### src/rtl/mem_arbiter_pkg.sv
// rtl/mem_arbiter_pkg.sv - LR/SC funct5 codes and arbiter state encoding for mem_arbiter.
package mem_arbiter_pkg;

    localparam logic [4:0] FUNCT5_LR = 5'b00010;
    localparam logic [4:0] FUNCT5_SC = 5'b00011;

    typedef enum logic [1:0] {
        ARB_IDLE    = 2'd0,
        ARB_BUSY    = 2'd1,
        ARB_RELEASE = 2'd2
    } arb_state_t;

    function automatic logic is_funct5(input logic atomic, input logic [6:0] operation,
                                       input logic [4:0] code);
        return atomic && (operation[6:2] == code);
    endfunction

endpackage

### src/rtl/mem_arbiter_rr_picker.sv
// rtl/mem_arbiter_rr_picker.sv - combinational round-robin priority encoder, search from ptr upward with wrap.
module mem_arbiter_rr_picker #(
    parameter int N_IDS = 2,
    parameter int ID_W  = $clog2(N_IDS)
) (
    input  logic [N_IDS-1:0] req,
    input  logic [ID_W-1:0]  rr_ptr,
    output logic             valid,
    output logic [ID_W-1:0]  index
);

    always_comb begin
        valid = 1'b0;
        index = '0;
        for (int i = 0; i < N_IDS; i++) begin
            int j;
            j = int'(rr_ptr) + i;
            if (j >= N_IDS) begin
                j = j - N_IDS;
            end
            if (!valid && req[j]) begin
                valid = 1'b1;
                index = ID_W'(j);
            end
        end
    end

endmodule

### src/rtl/mem_arbiter.sv
// rtl/mem_arbiter.sv - round-robin arbiter sharing one memory_controller port between N_IDS harts.
// Optional LR/SC lock (hart held exclusive between LR and SC) enabled by MEM_ARB_LRSC_LOCK_EN.
module mem_arbiter
    import mem_arbiter_pkg::*;
#(
    parameter int N_IDS        = 2,
    parameter int ID_W         = $clog2(N_IDS),
    parameter int LOCK_TIMEOUT = 16
) (
    input  logic                 i_clk,
    input  logic                 i_rst,
    input  logic [N_IDS-1:0]     i_req_bus_en,
    input  logic [N_IDS-1:0]     i_req_wr_en,
    input  logic [32*N_IDS-1:0]  i_req_wr_data,
    input  logic [32*N_IDS-1:0]  i_req_addr,
    input  logic [4*N_IDS-1:0]   i_req_byte_en,
    input  logic [N_IDS-1:0]     i_req_atomic,
    input  logic [7*N_IDS-1:0]   i_req_operation,
    output logic [N_IDS-1:0]     o_req_ack,
    output logic [32*N_IDS-1:0]  o_req_rd_data,
    output logic                 o_bus_en,
    output logic                 o_wr_en,
    output logic [31:0]          o_wr_data,
    output logic [31:0]          o_addr,
    output logic [3:0]           o_byte_en,
    output logic                 o_atomic,
    output logic [6:0]           o_operation,
    output logic [ID_W-1:0]      o_id,
    input  logic                 i_ack,
    input  logic [31:0]          i_rd_data
);

    arb_state_t        state_q, state_d;
    logic [ID_W-1:0]   grant_q, grant_d;
    logic [ID_W-1:0]   rr_ptr_q, rr_ptr_d;
    logic [N_IDS-1:0]  pick_req;
    logic              pick_valid;
    logic [ID_W-1:0]   pick_idx;
    logic              sel_bus_en;
    logic              sel_atomic;
    logic [6:0]        sel_operation;

    function automatic logic [ID_W-1:0] ptr_inc(input logic [ID_W-1:0] g);
        return (int'(g) == N_IDS - 1) ? '0 : g + 1'b1;
    endfunction

    assign sel_bus_en    = i_req_bus_en[grant_q];
    assign sel_atomic    = i_req_atomic[grant_q];
    assign sel_operation = i_req_operation[7*int'(grant_q) +: 7];

`ifdef MEM_ARB_LRSC_LOCK_EN
    localparam int CNT_W = $clog2(LOCK_TIMEOUT + 1);

    logic              lock_q, lock_d;
    logic [ID_W-1:0]   lock_id_q, lock_id_d;
    logic [CNT_W-1:0]  lock_cnt_q, lock_cnt_d;

    // While locked only the LR owner is visible to the picker.
    assign pick_req = lock_q ? (i_req_bus_en & (N_IDS'(1) << lock_id_q)) : i_req_bus_en;
`else
    assign pick_req = i_req_bus_en;
`endif

    mem_arbiter_rr_picker #(
        .N_IDS (N_IDS),
        .ID_W  (ID_W)
    ) u_rr_picker (
        .req    (pick_req),
        .rr_ptr (rr_ptr_q),
        .valid  (pick_valid),
        .index  (pick_idx)
    );

    always_ff @(posedge i_clk or negedge i_rst) begin
        if (!i_rst) begin
            state_q  <= ARB_IDLE;
            grant_q  <= '0;
            rr_ptr_q <= '0;
        end else begin
            state_q  <= state_d;
            grant_q  <= grant_d;
            rr_ptr_q <= rr_ptr_d;
        end
    end

`ifdef MEM_ARB_LRSC_LOCK_EN
    always_ff @(posedge i_clk or negedge i_rst) begin
        if (!i_rst) begin
            lock_q     <= 1'b0;
            lock_id_q  <= '0;
            lock_cnt_q <= '0;
        end else begin
            lock_q     <= lock_d;
            lock_id_q  <= lock_id_d;
            lock_cnt_q <= lock_cnt_d;
        end
    end
`endif

    always_comb begin
        state_d       = state_q;
        grant_d       = grant_q;
        rr_ptr_d      = rr_ptr_q;
        o_req_ack     = '0;
        o_req_rd_data = '0;
        o_bus_en      = 1'b0;
        o_wr_en       = 1'b0;
        o_wr_data     = '0;
        o_addr        = '0;
        o_byte_en     = '0;
        o_atomic      = 1'b0;
        o_operation   = '0;
        o_id          = '0;

        case (state_q)
            ARB_IDLE: begin
                if (pick_valid) begin
                    grant_d = pick_idx;
                    state_d = ARB_BUSY;
                end
            end
            ARB_BUSY: begin
                // A hart dropping its request early keeps the grant; bus_en simply follows it.
                o_bus_en = sel_bus_en;
                if (sel_bus_en) begin
                    o_wr_en     = i_req_wr_en[grant_q];
                    o_wr_data   = i_req_wr_data[32*int'(grant_q) +: 32];
                    o_addr      = i_req_addr[32*int'(grant_q) +: 32];
                    o_byte_en   = i_req_byte_en[4*int'(grant_q) +: 4];
                    o_atomic    = sel_atomic;
                    o_operation = sel_operation;
                    o_id        = grant_q;
                end
                if (i_ack) begin
                    o_req_ack[grant_q]                      = 1'b1;
                    o_req_rd_data[32*int'(grant_q) +: 32]   = i_rd_data;
                    rr_ptr_d                                = ptr_inc(grant_q);
                    state_d                                 = ARB_RELEASE;
                end
            end
            ARB_RELEASE: begin
                state_d = ARB_IDLE;
            end
            default: begin
                state_d = ARB_IDLE;
            end
        endcase

`ifdef MEM_ARB_LRSC_LOCK_EN
        lock_d     = lock_q;
        lock_id_d  = lock_id_q;
        lock_cnt_d = lock_cnt_q;
        if (state_q == ARB_BUSY && i_ack) begin
            if (lock_q) begin
                if (is_funct5(sel_atomic, sel_operation, FUNCT5_SC)) begin
                    lock_d = 1'b0;
                end else begin
                    lock_cnt_d = '0;
                    rr_ptr_d   = rr_ptr_q;
                end
            end else if (is_funct5(sel_atomic, sel_operation, FUNCT5_LR)) begin
                lock_d     = 1'b1;
                lock_id_d  = grant_q;
                lock_cnt_d = '0;
                rr_ptr_d   = rr_ptr_q;
            end
        end else if (lock_q && state_q != ARB_BUSY) begin
            if (i_req_bus_en[lock_id_q]) begin
                lock_cnt_d = '0;
            end else if (lock_cnt_q == CNT_W'(LOCK_TIMEOUT - 1)) begin
                lock_d   = 1'b0;
                rr_ptr_d = ptr_inc(lock_id_q);
            end else begin
                lock_cnt_d = lock_cnt_q + 1'b1;
            end
        end
`endif
    end

endmodule

### config.mk
export PLATFORM = sky130hd
export DESIGN_NAME = mem_arbiter
export DESIGN_NICKNAME = d
export VERILOG_FILES = /design/src/rtl/mem_arbiter_pkg.sv /design/src/rtl/mem_arbiter_rr_picker.sv /design/src/rtl/mem_arbiter.sv
export SDC_FILE = /design/constraint.sdc
export NUM_CORES = 1
export LEC_CHECK = 0
export ABC_AREA = 1
export ABC_CLOCK_PERIOD_IN_PS = 1100
export BUFFER_PORTS_ARGS = -buffer_cell sky130_fd_sc_hd__buf_2
export CAP_MARGIN = 30
export CORE_AREA = 4 4 127 129
export DETAILED_ROUTE_END_ITERATION = 8
export DIE_AREA = 0 0 131 133
export PLACE_DENSITY_LB_ADDON = 0.12
export SETUP_SLACK_MARGIN = 0.02
export SYNTH_ARGS = -nofsm -noshare
export SYNTH_HDL_FRONTEND = slang
export SYNTH_HIERARCHICAL = 1
export SYNTH_SLANG_ARGS = --single-unit
export TNS_END_PERCENT = 10
### constraint.sdc
create_clock -name i_clk -period 1.1 [get_ports i_clk]
set_input_delay 0.11 -clock i_clk [delete_from_list [all_inputs] [get_ports i_clk]]
set_output_delay 0.11 -clock i_clk [all_outputs]
set_load 0.01 [all_outputs]
==> results of run 1 <==
## registers in the layout, indices dropped and copies added, names as in the netlist
signal,count
rr_ptr_q,1
grant_q,1
state_q,2
## layer usage
metal	global-route usage [%]	vias to the layer above	part of all wire (%)
met4	1.49	0	0.37
met5	0	-	0
li1	-	2211	-
met1	15.3	1814	37
met2	27.7	199	54
met3	3.63	6	9.1
## critical path: stages (launching register included)
cell and delay (ns):
dfrtp_4 0.52, inv_8 0.11, nand2_4 0.07, nand2_8 0.13
nand2_8 0.11, clkbuf_16 0.18, nor2_1 0.08, buf_2 0.15
## through the flow
stage / hold slack (ns) / setup slack, ns / util (%) / cell area, µm²
2_1_floorplan: -0.186 / -0.0864 / - / 2590
3_3_place_gp: -0.0779 / -0.371 / 31.0 / 4660
3_5_place_dp: -0.0743 / -0.374 / 31.0 / 4660
4_1_cts: 0.224 / -0.601 / 32.6 / 4890
5_1_grt: 0.228 / -0.639 / 37.5 / 5630
6_report: 0.219 / -0.568 / 37.5 / 5630
## Yosys cell counts
cell type	instances	area, µm²
nand2_1	165	619
nor2_1	144	541
and2_0	77	482
inv_1	39	146
nand3_1	33	165
buf_2	19	95.1
buf_4	10	75.1
clkbuf_1	9	33.8
dfrtp_1	4	100
a21oi_1	1	5.00
inv_2	1	3.75
nand3_2	1	10.0
nor2_2	1	6.26
o21ai_0	1	5.00
or2_1	1	6.26
## power breakdown
part	internal, mW	total [mW]	switching (mW)
logic	4.76	9.72	4.96
registers	0.224	0.299	0.0748
clock network	0.479	0.582	0.104
total	5.46	10.6	5.14
## area by class of cell
cell class	instances	area share [%]
Timing Repair Buffer	385	47.3
Multi-Input combinational cell	426	42.2
Sequential cell	4	1.84
Tap cell	188	4.18
Clock buffer	4	1.40
Inverter	40	2.80
Antenna cell	5	0.222
## final timing paths
| kind | cells after the start | end |
|---|---|---|
| worst min-delay path | 2 | state_q[0] |
| max in group asynchronous | 2 | grant_q |
| min in group i_clk | 5 | grant_q |
| worst min register to register | 2 | rr_ptr_q |
| worst max register to register | 5 | rr_ptr_q |
| worst max-delay path | 7 | o_operation[5] |
## logic make-up (layout without fill, tap and decap cells)
kind of cell,Yosys count,count (layout),synth area share (%)
other cells,0,5,0
flops,4,4,4.36
compound gates,2,2,0.436
simple gates,422,424,79.8
buf+inv,78,429,15.4
## timing repair
action	in CTS	in global routing
hold buffers	1	0
buffers inserted	1	2
endpoints found under the setup margin	146	147
endpoints found under the hold margin	4	0
cloned	0	12
pin swaps	1	29
gates resized for setup	44	148
==> impl_metrics.py, run 1 <==
metrics = {
    "floorplan": {
        "ios": 336,
        "dieArea_um2": 17400,
        "floorplan.initialDensity_pct": 15.3,
        "num_rows": 45,
        "die_x_um": 131,
        "core_um2": 15000,
        "die_y_um": 133,
    },
    "cts": {
        "cts_root_buf": "clkbuf_16",
        "htree_levels": 1,
        "clk_pin_slew_ns": 0.03,
        "tritoncts_num_sinks": 4,
        "cts_tree": "built",
        "clock_latency_ns": 0.22,
        "cts_made_buffers": 3,
        "clk_path_buf_depth": 2,
    },
    "synthesis": {
        "syn_nets": 697,
        "ys_seq_area_share_pct": 4.36,
        "synth_cells": 506,
        "syn_area_um2": 2290,
        "synth_area_per_cell_um2": 4.53,
        "yosys_register_bits": 4,
        "yosysWarnings": 6,
        "synth_cell_types": 15,
    },
    "cells_and_area": {
        "multiInputGateArea_um2": 2380,
        "regArea_um2": 104,
        "area_growth_syn_to_layout_pct": 145,
        "fin_cells": 1052,
        "final_common_cell": "buf_2",
        "most-common-layout-cells": "302 x buf_2, 155 x nand2_1, 63 x nor2_1",
        "drive_gt1_share_pct": 60.0,
        "final_nets": 1051,
        "fillers": 1687,
    },
    "timing": {
        "fmax_ghz": 0.600,
        "min_period_ns": 1.67,
        "slew_headroom_pct": 77.9,
        "final-max-slew-violation-count": 0,
        "skew_ns": 0.00423,
        "max_slew.worst_pin.slew_ns": 0.331,
        "fin_tns_setup_ns": -70.45,
        "min_period_over_period_pct": 152,
        "rsz0062_at_grt": "true",
        "setup-violations-final": 146,
        "worst_slack_ns": -0.568,
        "hold_violations": 0,
    },
    "worst_setup_path": {
        "cp_data_required_time_ns": 0.99,
        "reg2reg_slack_ns": -0.09,
        "endpoint_kind": "output pin",
        "crit_path_start": "grant_q",
        "critPathArrivalTime_ns": 1.56,
        "criticalPathCategory": "register to output pin",
        "reg2reg_from": "grant_q",
        "cp_max_fo": 6,
        "start_kind": "register",
    },
    "grt": {
        "grt_pass1_vias": 3836,
        "antenna_found_initial": 5,
        "grt_pass1_wl_mm": 19.9,
        "overflow": 0,
        "grt.total_usage_pct": 14.1,
        "grt_max_degree": 35,
    },
    "power_and_ir_drop": {
        "peakVddDrop_v": 0.000657,
        "p_per_area_nw_per_um2": 1880,
        "p_total_mw": 10.6,
        "p_leak_nw": 3.18,
    },
    "routing": {
        "drt_pass1_iterations": 7,
        "drt_iter0_drc": 109,
        "wl_per_cell_um": 14.3,
        "drt_wl_total_mm": 15.1,
        "drt_drc_violations_left": 0,
        "vias": 4230,
        "vias_per_cell": 4.02,
        "ant_nets": 0,
    },
    "place": {
        "dp_hpwl_mm": 11.7,
        "io_buffer_count": 335,
        "gp_routability_congestion": 0.821,
        "dp_cells": 1027,
    },
    "outcome": {
        "status": "finished, violations left",
        "violations": "negative setup slack",
    },
    "flow_run": {
        "timing.max_cap.violations": 0,
    },
    "min_path": {
        "hold_class": "primary input to asynchronous set/reset pin",
    },
}
Power figures use the tool's default switching activity.
==> run 2, diff against run 1 <==
--- a/constraint.sdc
+++ b/constraint.sdc
@@ -3,2 +3,2 @@
 set_output_delay 0.11 -clock i_clk [all_outputs]
-set_load 0.01 [all_outputs]
+set_load 0.005 [all_outputs]
==> run 2 against run 1 <==
  * The flow still finishes with violations (negative setup slack)
  * Largest cell class unchanged
  * Die area did not move
  * Critical endpoint is now o_req_rd_data[30]
  * Combinational power down 18%
  * Via count down 1.6%
==> impl_metrics.py, run 2 (synthesis gave the netlist of run 1 again) <==
metrics = {
    "outcome": {
        "status": "finished, violations left",
        "violations": "negative setup slack",
    },
    "floorplan": {
        "floorplan.initialDensity_pct": 15.3,
        "num_rows": 45,
        "die_x_um": 131,
        "dieArea_um2": 17400,
        "ios": 336,
        "die_y_um": 133,
        "core_um2": 15000,
    },
    "grt": {
        "use_met2_pct": 26.3,
        "grtUsageMet1_pct": 15.2,
        "use_met3_pct": 2.91,
        "overflow": 0,
        "antenna_found_initial": 0,
        "grt_max_degree": 42,
        "grt.total_usage_pct": 13.7,
        "grt_pass1_wl_mm": 19.3,
        "grt_pass1_vias": 3720,
        "grt.busiest_layer": "met2",
    },
    "cells_and_area": {
        "most-common-layout-cells": "334 x buf_2, 160 x nand2_1, 72 x nor2_1",
        "area_growth_syn_to_layout_pct": 122,
        "largest_reg_flops": 2,
        "regMostFlops": "state_q",
        "antennaDiodeCount": 0,
        "fin_cells": 1041,
        "largestRegisters": "state_q x2, grant_q x1, rr_ptr_q x1",
        "fin_area_um2": 5100,
        "final_common_cell": "buf_2",
        "final_nets": 1045,
        "drive_gt1_share_pct": 55.5,
        "fillers": 1712,
    },
    "place": {
        "dpl_cell_area_um2": 4420,
        "dp_cells": 1022,
        "dp_hpwl_mm": 11.0,
        "gp_routability_congestion": 0.771,
        "io_buffer_count": 335,
    },
    "power_and_ir_drop": {
        "peakVddDrop_v": 0.000643,
        "p_leak_nw": 3.05,
        "p_per_area_nw_per_um2": 1740,
    },
    "worst_setup_path": {
        "r2r_end": "state_q[1]",
        "path_cells": "clkinv_8 > buf_12 > nand3_4 > clkbuf_16 > nor2_1 > buf_2",
        "criticalPathCategory": "register to output pin",
        "reg2reg_slack_ns": -0.09,
        "slowest_delay_ns": 0.52,
        "cp_data_required_time_ns": 0.99,
        "reg2reg_depth": 5,
        "critPathArrivalTime_ns": 1.55,
        "endpoint": "o_req_rd_data[30]",
        "reg2reg_from": "state_q[1]",
        "crit_path_start": "grant_q",
        "cp_max_fo": 16,
        "start_kind": "register",
        "endpoint_kind": "output pin",
        "critPathSlowestCell": "dfrtp_4",
    },
    "routing": {
        "vias_per_cell": 4.00,
        "drt_wl_total_mm": 14.8,
        "drt_drc_violations_left": 0,
        "vias": 4161,
        "ant_nets": 0,
        "drt_iter0_drc": 92,
        "wl_per_cell_um": 14.2,
        "drt_pass1_iterations": 4,
    },
    "timing": {
        "final-max-slew-violation-count": 0,
        "setup-violations-final": 147,
        "fin_tns_setup_ns": -69.21,
        "whs_ns": 0.229,
        "fmax_ghz": 0.604,
        "skew_ns": 0.00122,
        "hold_violations": 0,
        "worst_slack_ns": -0.557,
        "slew_headroom_pct": 78.5,
        "rsz0062_at_grt": "true",
        "min_period_over_period_pct": 151,
        "max_slew.worst_pin.slew_ns": 0.322,
        "min_period_ns": 1.66,
    },
    "min_path": {
        "hold_class": "primary input to register",
        "hold_depth": 5,
    },
    "cts": {
        "cts_made_buffers": 3,
        "cts_root_buf": "clkbuf_16",
        "htree_levels": 1,
        "cts_tree": "built",
        "clock_latency_ns": 0.23,
        "tritoncts_num_sinks": 4,
        "clk_pin_slew_ns": 0.03,
        "clk_path_buf_depth": 2,
    },
    "flow_run": {
        "timing.max_cap.violations": 0,
    },
}
==> run 2: cell count changes in the layout (fill, tap and decap cells not counted), sizes merged <==
cell / previous run / this run
buf: 375 / 371
clkbuf: 13 / 12
clkinv: 0 / 1
diode: 5 / 0
inv: 40 / 39
nand2: 167 / 166
==> run 2: final cells by class <==
cell class              instances  area (µm²)  share of cell area, %
repair buffers                380        2390                   46.9
multi-input cells             425        2130                   41.8
well taps                     188         235                   4.61
inverters                      40         163                   3.19
flip-flops and latches          4         104                   2.04
clock buffers                   4        78.8                   1.55
==> run 2: metrics by stage <==
stage,setup slack (ns),power (mW),util [%]
6_report,-0.557,8.85,33.9
3_3_place_gp,-0.313,6.50,29.4
4_1_cts,-0.556,7.65,30.9
5_1_grt,-0.633,9.68,33.9
2_1_floorplan,-0.0492,3.74,-
3_5_place_dp,-0.338,6.45,29.4
==> run 2: timing repair <==
action                                  4_1_cts  5_1_grt
hold buffers                                  1        0
pin swaps                                     7        6
gates resized for setup                      41       69
setup buffers                                 0        2
hold endpoints to repair                      4        0
cloned                                        2       10
endpoints found under the setup margin      146      146
==> run 2: routing by layer <==
metal / vias up / routed length [µm]
met5: - / 0
met4: 0 / 91
met3: 6 / 1250
met2: 193 / 7810
met1: 1782 / 5630
li1: 2180 / -
==> run 2: worst max-delay path, delay by kind of cell (launching register included) <==
| family | cells | cell delay [ns] |
|---|---|---|
| buffers and inverters | 4 | 0.57 |
| flip-flops | 1 | 0.52 |
| AND/OR/NAND/NOR | 2 | 0.22 |
==> run 2: power breakdown <==
group,total (mW),internal [mW],switching [mW]
sequential,0.299,0.224,0.0747
clock,0.601,0.480,0.121
combinational,7.95,3.85,4.10
==> run 2: worst min-delay path by stage <==
| stage | start | endpoint | slack (ns) |
|---|---|---|---|
| 2_1_floorplan | i_rst | grant_q | -0.19 |
| 3_3_place_gp | i_rst | rr_ptr_q | -0.07 |
| 3_5_place_dp | i_rst | rr_ptr_q | -0.07 |
| 4_1_cts | i_req_bus_en[0] | grant_q | 0.20 |
| 5_1_grt | i_rst | rr_ptr_q | 0.25 |
| 6_report | i_req_bus_en[1] | grant_q | 0.23 |
==> run 3, diff against run 2 <==
Settings changed: ABC_CLOCK_PERIOD_IN_PS 1100 to 1900, CORE_AREA 4 4 127 129 to 4 4 128 130, CTS_CLUSTER_SIZE set to 40, DIE_AREA 0 0 131 133 to 0 0 132 134.
Clock period 1.1 ns to 1.9 ns, I/O delays scaled along.
==> run 3 against run 2 <==
  * The flow now finishes without violations
  * Cell area fell by 14%
  * Register-to-register slack improved by 0.70 ns
  * Critical path type unchanged
  * Highest routed layer unchanged
  * Clock-buffer cell count did not move
  * Final cell count down 2.5%
  * Clock skew up 0.0041 ns
  * Clock power down 43%
  * Core utilization down 5.1 points
  * Critical path depth grew 1
==> impl_metrics.py, run 3 (synthesis gave the netlist of run 1 again) <==
metrics = {
    "outcome": {
        "status": "completed",
    },
    "cts": {
        "htree_levels": 1,
        "cts_tree": "built",
        "clk_path_buf_depth": 2,
        "clock_latency_ns": 0.23,
        "cts_made_buffers": 3,
        "tritoncts_num_sinks": 4,
        "cts_root_buf": "clkbuf_16",
        "clk_pin_slew_ns": 0.03,
    },
    "grt": {
        "overflow": 0,
        "grt.total_usage_pct": 13.9,
        "antenna_found_initial": 0,
        "grt_pass1_vias": 3913,
        "grt_max_degree": 79,
        "grt_pass1_wl_mm": 20.3,
    },
    "place": {
        "dp_hpwl_mm": 11.2,
        "dp_cells": 1005,
        "io_buffer_count": 335,
        "dpl_cell_area_um2": 4200,
        "gp_routability_congestion": 0.766,
    },
    "power_and_ir_drop": {
        "p_leak_nw": 2.79,
        "peakVddDrop_v": 0.000418,
        "p_per_area_nw_per_um2": 880,
    },
    "cells_and_area": {
        "drive_gt1_share_pct": 43.6,
        "final_nets": 1017,
        "largest_reg_flops": 2,
        "final_common_cell": "buf_2",
        "most-common-layout-cells": "335 x buf_2, 164 x nand2_1, 144 x nor2_1",
        "fin_area_um2": 4360,
        "fillers": 1801,
        "area_growth_syn_to_layout_pct": 90.3,
        "fin_cells": 1015,
        "largestRegisters": "state_q x2, grant_q x1, rr_ptr_q x1",
        "regMostFlops": "state_q",
    },
    "floorplan": {
        "die_y_um": 134,
        "dieArea_um2": 17700,
        "num_rows": 45,
        "die_x_um": 132,
        "core_um2": 15100,
        "ios": 336,
        "floorplan.initialDensity_pct": 15.1,
    },
    "worst_setup_path": {
        "critPathArrivalTime_ns": 1.59,
        "criticalPathCategory": "register to output pin",
        "endpoint_kind": "output pin",
        "cp_data_required_time_ns": 1.71,
        "crit_path_frequent_cell": "nand2_1",
        "cp_max_fo": 78,
        "reg2reg_depth": 5,
        "critPathSlowestCell": "dfrtp_4",
        "start_kind": "register",
        "crit_path_start": "grant_q",
        "reg2reg_from": "grant_q",
        "path_cells": "inv_6 > nand2_1 > nand2_1 > nand2_2 > buf_12 > nor2_1 > buf_2",
        "slowest_delay_ns": 0.51,
    },
    "timing": {
        "min_period_over_period_pct": 93.5,
        "max_slew.worst_pin.slew_ns": 0.366,
        "final-max-slew-violation-count": 0,
        "hold_violations": 0,
        "min_period_ns": 1.78,
        "setup-violations-final": 0,
        "rsz0062_at_grt": "false",
        "slew_headroom_pct": 75.6,
        "fmax_ghz": 0.563,
        "skew_ns": 0.00534,
        "fin_tns_setup_ns": 0,
        "whs_ns": 0.289,
    },
    "flow_run": {
        "timing.max_cap.violations": 0,
    },
    "min_path": {
        "hold_start": "i_req_bus_en[0]",
        "hold_depth": 4,
        "hold_class": "primary input to register",
    },
    "routing": {
        "drt_wl_total_mm": 14.0,
        "drt_pass1_iterations": 7,
        "vias_per_cell": 3.98,
        "ant_nets": 0,
        "drt_iter0_drc": 152,
        "wl_per_cell_um": 13.8,
        "drt_drc_violations_left": 0,
        "vias": 4039,
    },
}
==> run 3: changes by cell type in the layout (fill, tap and decap cells not counted), sizes merged <==
| cell | delta |
|---|---|
| clkbuf | -6 |
| clkinv | -1 |
| diode | +2 |
| nand2 | -1 |
| inv | +1 |
| buf | -21 |
==> run 3: worst paths after layout <==
check,end,slack (ns)
worst min register to register,rr_ptr_q,0.48
worst min-delay path,grant_q,0.29
min in group asynchronous,grant_q,0.31
max in group asynchronous,grant_q,1.44
worst max register to register,grant_q,0.61
worst max-delay path,o_wr_data[13],0.12
==> run 3: final cells by class <==
class	instances	area, µm²	area share [%]
repair buffers	353	1940	44.6
inverters	40	155	3.56
flip-flops and latches	4	104	2.38
well taps	188	235	5.39
diodes	2	5.00	0.115
multi-input cells	424	1840	42.2
clock buffers	4	78.8	1.81
==> run 3: metrics by stage <==
| step | util, % | total power [mW] | setup WS, ns |
|---|---|---|---|
| 5_1_grt | 28.8 | 4.29 | 0.0364 |
| 2_1_floorplan | - | 2.03 | 0.606 |
| 6_report | 28.8 | 3.84 | 0.124 |
| 4_1_cts | 28.3 | 3.76 | 0.0208 |
| 3_5_place_dp | 27.7 | 3.39 | 0.253 |
| 3_3_place_gp | 27.7 | 3.42 | 0.258 |
==> run 3: what timing repair did <==
action                     4_1_cts  5_1_grt
setup endpoints to repair        1       55
setup buffers                    0        1
resized for setup                1        2
cloned                           0        2
hold buffers                     1        0
hold endpoints to repair         4        0
==> run 3: layer usage <==
metal | global-route usage [%] | up-vias | share of wire (%)
met5 | 0 | - | 0
met4 | 1.23 | 0 | 0.28
met3 | 3.41 | 2 | 8.8
met2 | 26.5 | 199 | 52
met1 | 16.4 | 1715 | 39
li1 | - | 2123 | -
==> run 3: critical path, delay by kind of cell (launching register included) <==
kind / cells / cell delay [ns]
buf+inv: 3 / 0.45
flops: 1 / 0.51
simple gates: 4 / 0.33
==> run 3: power breakdown <==
group	switching, mW	internal [mW]	total, mW
clock	0.0656	0.278	0.343
sequential	0.0422	0.130	0.172
combinational	1.89	1.43	3.32
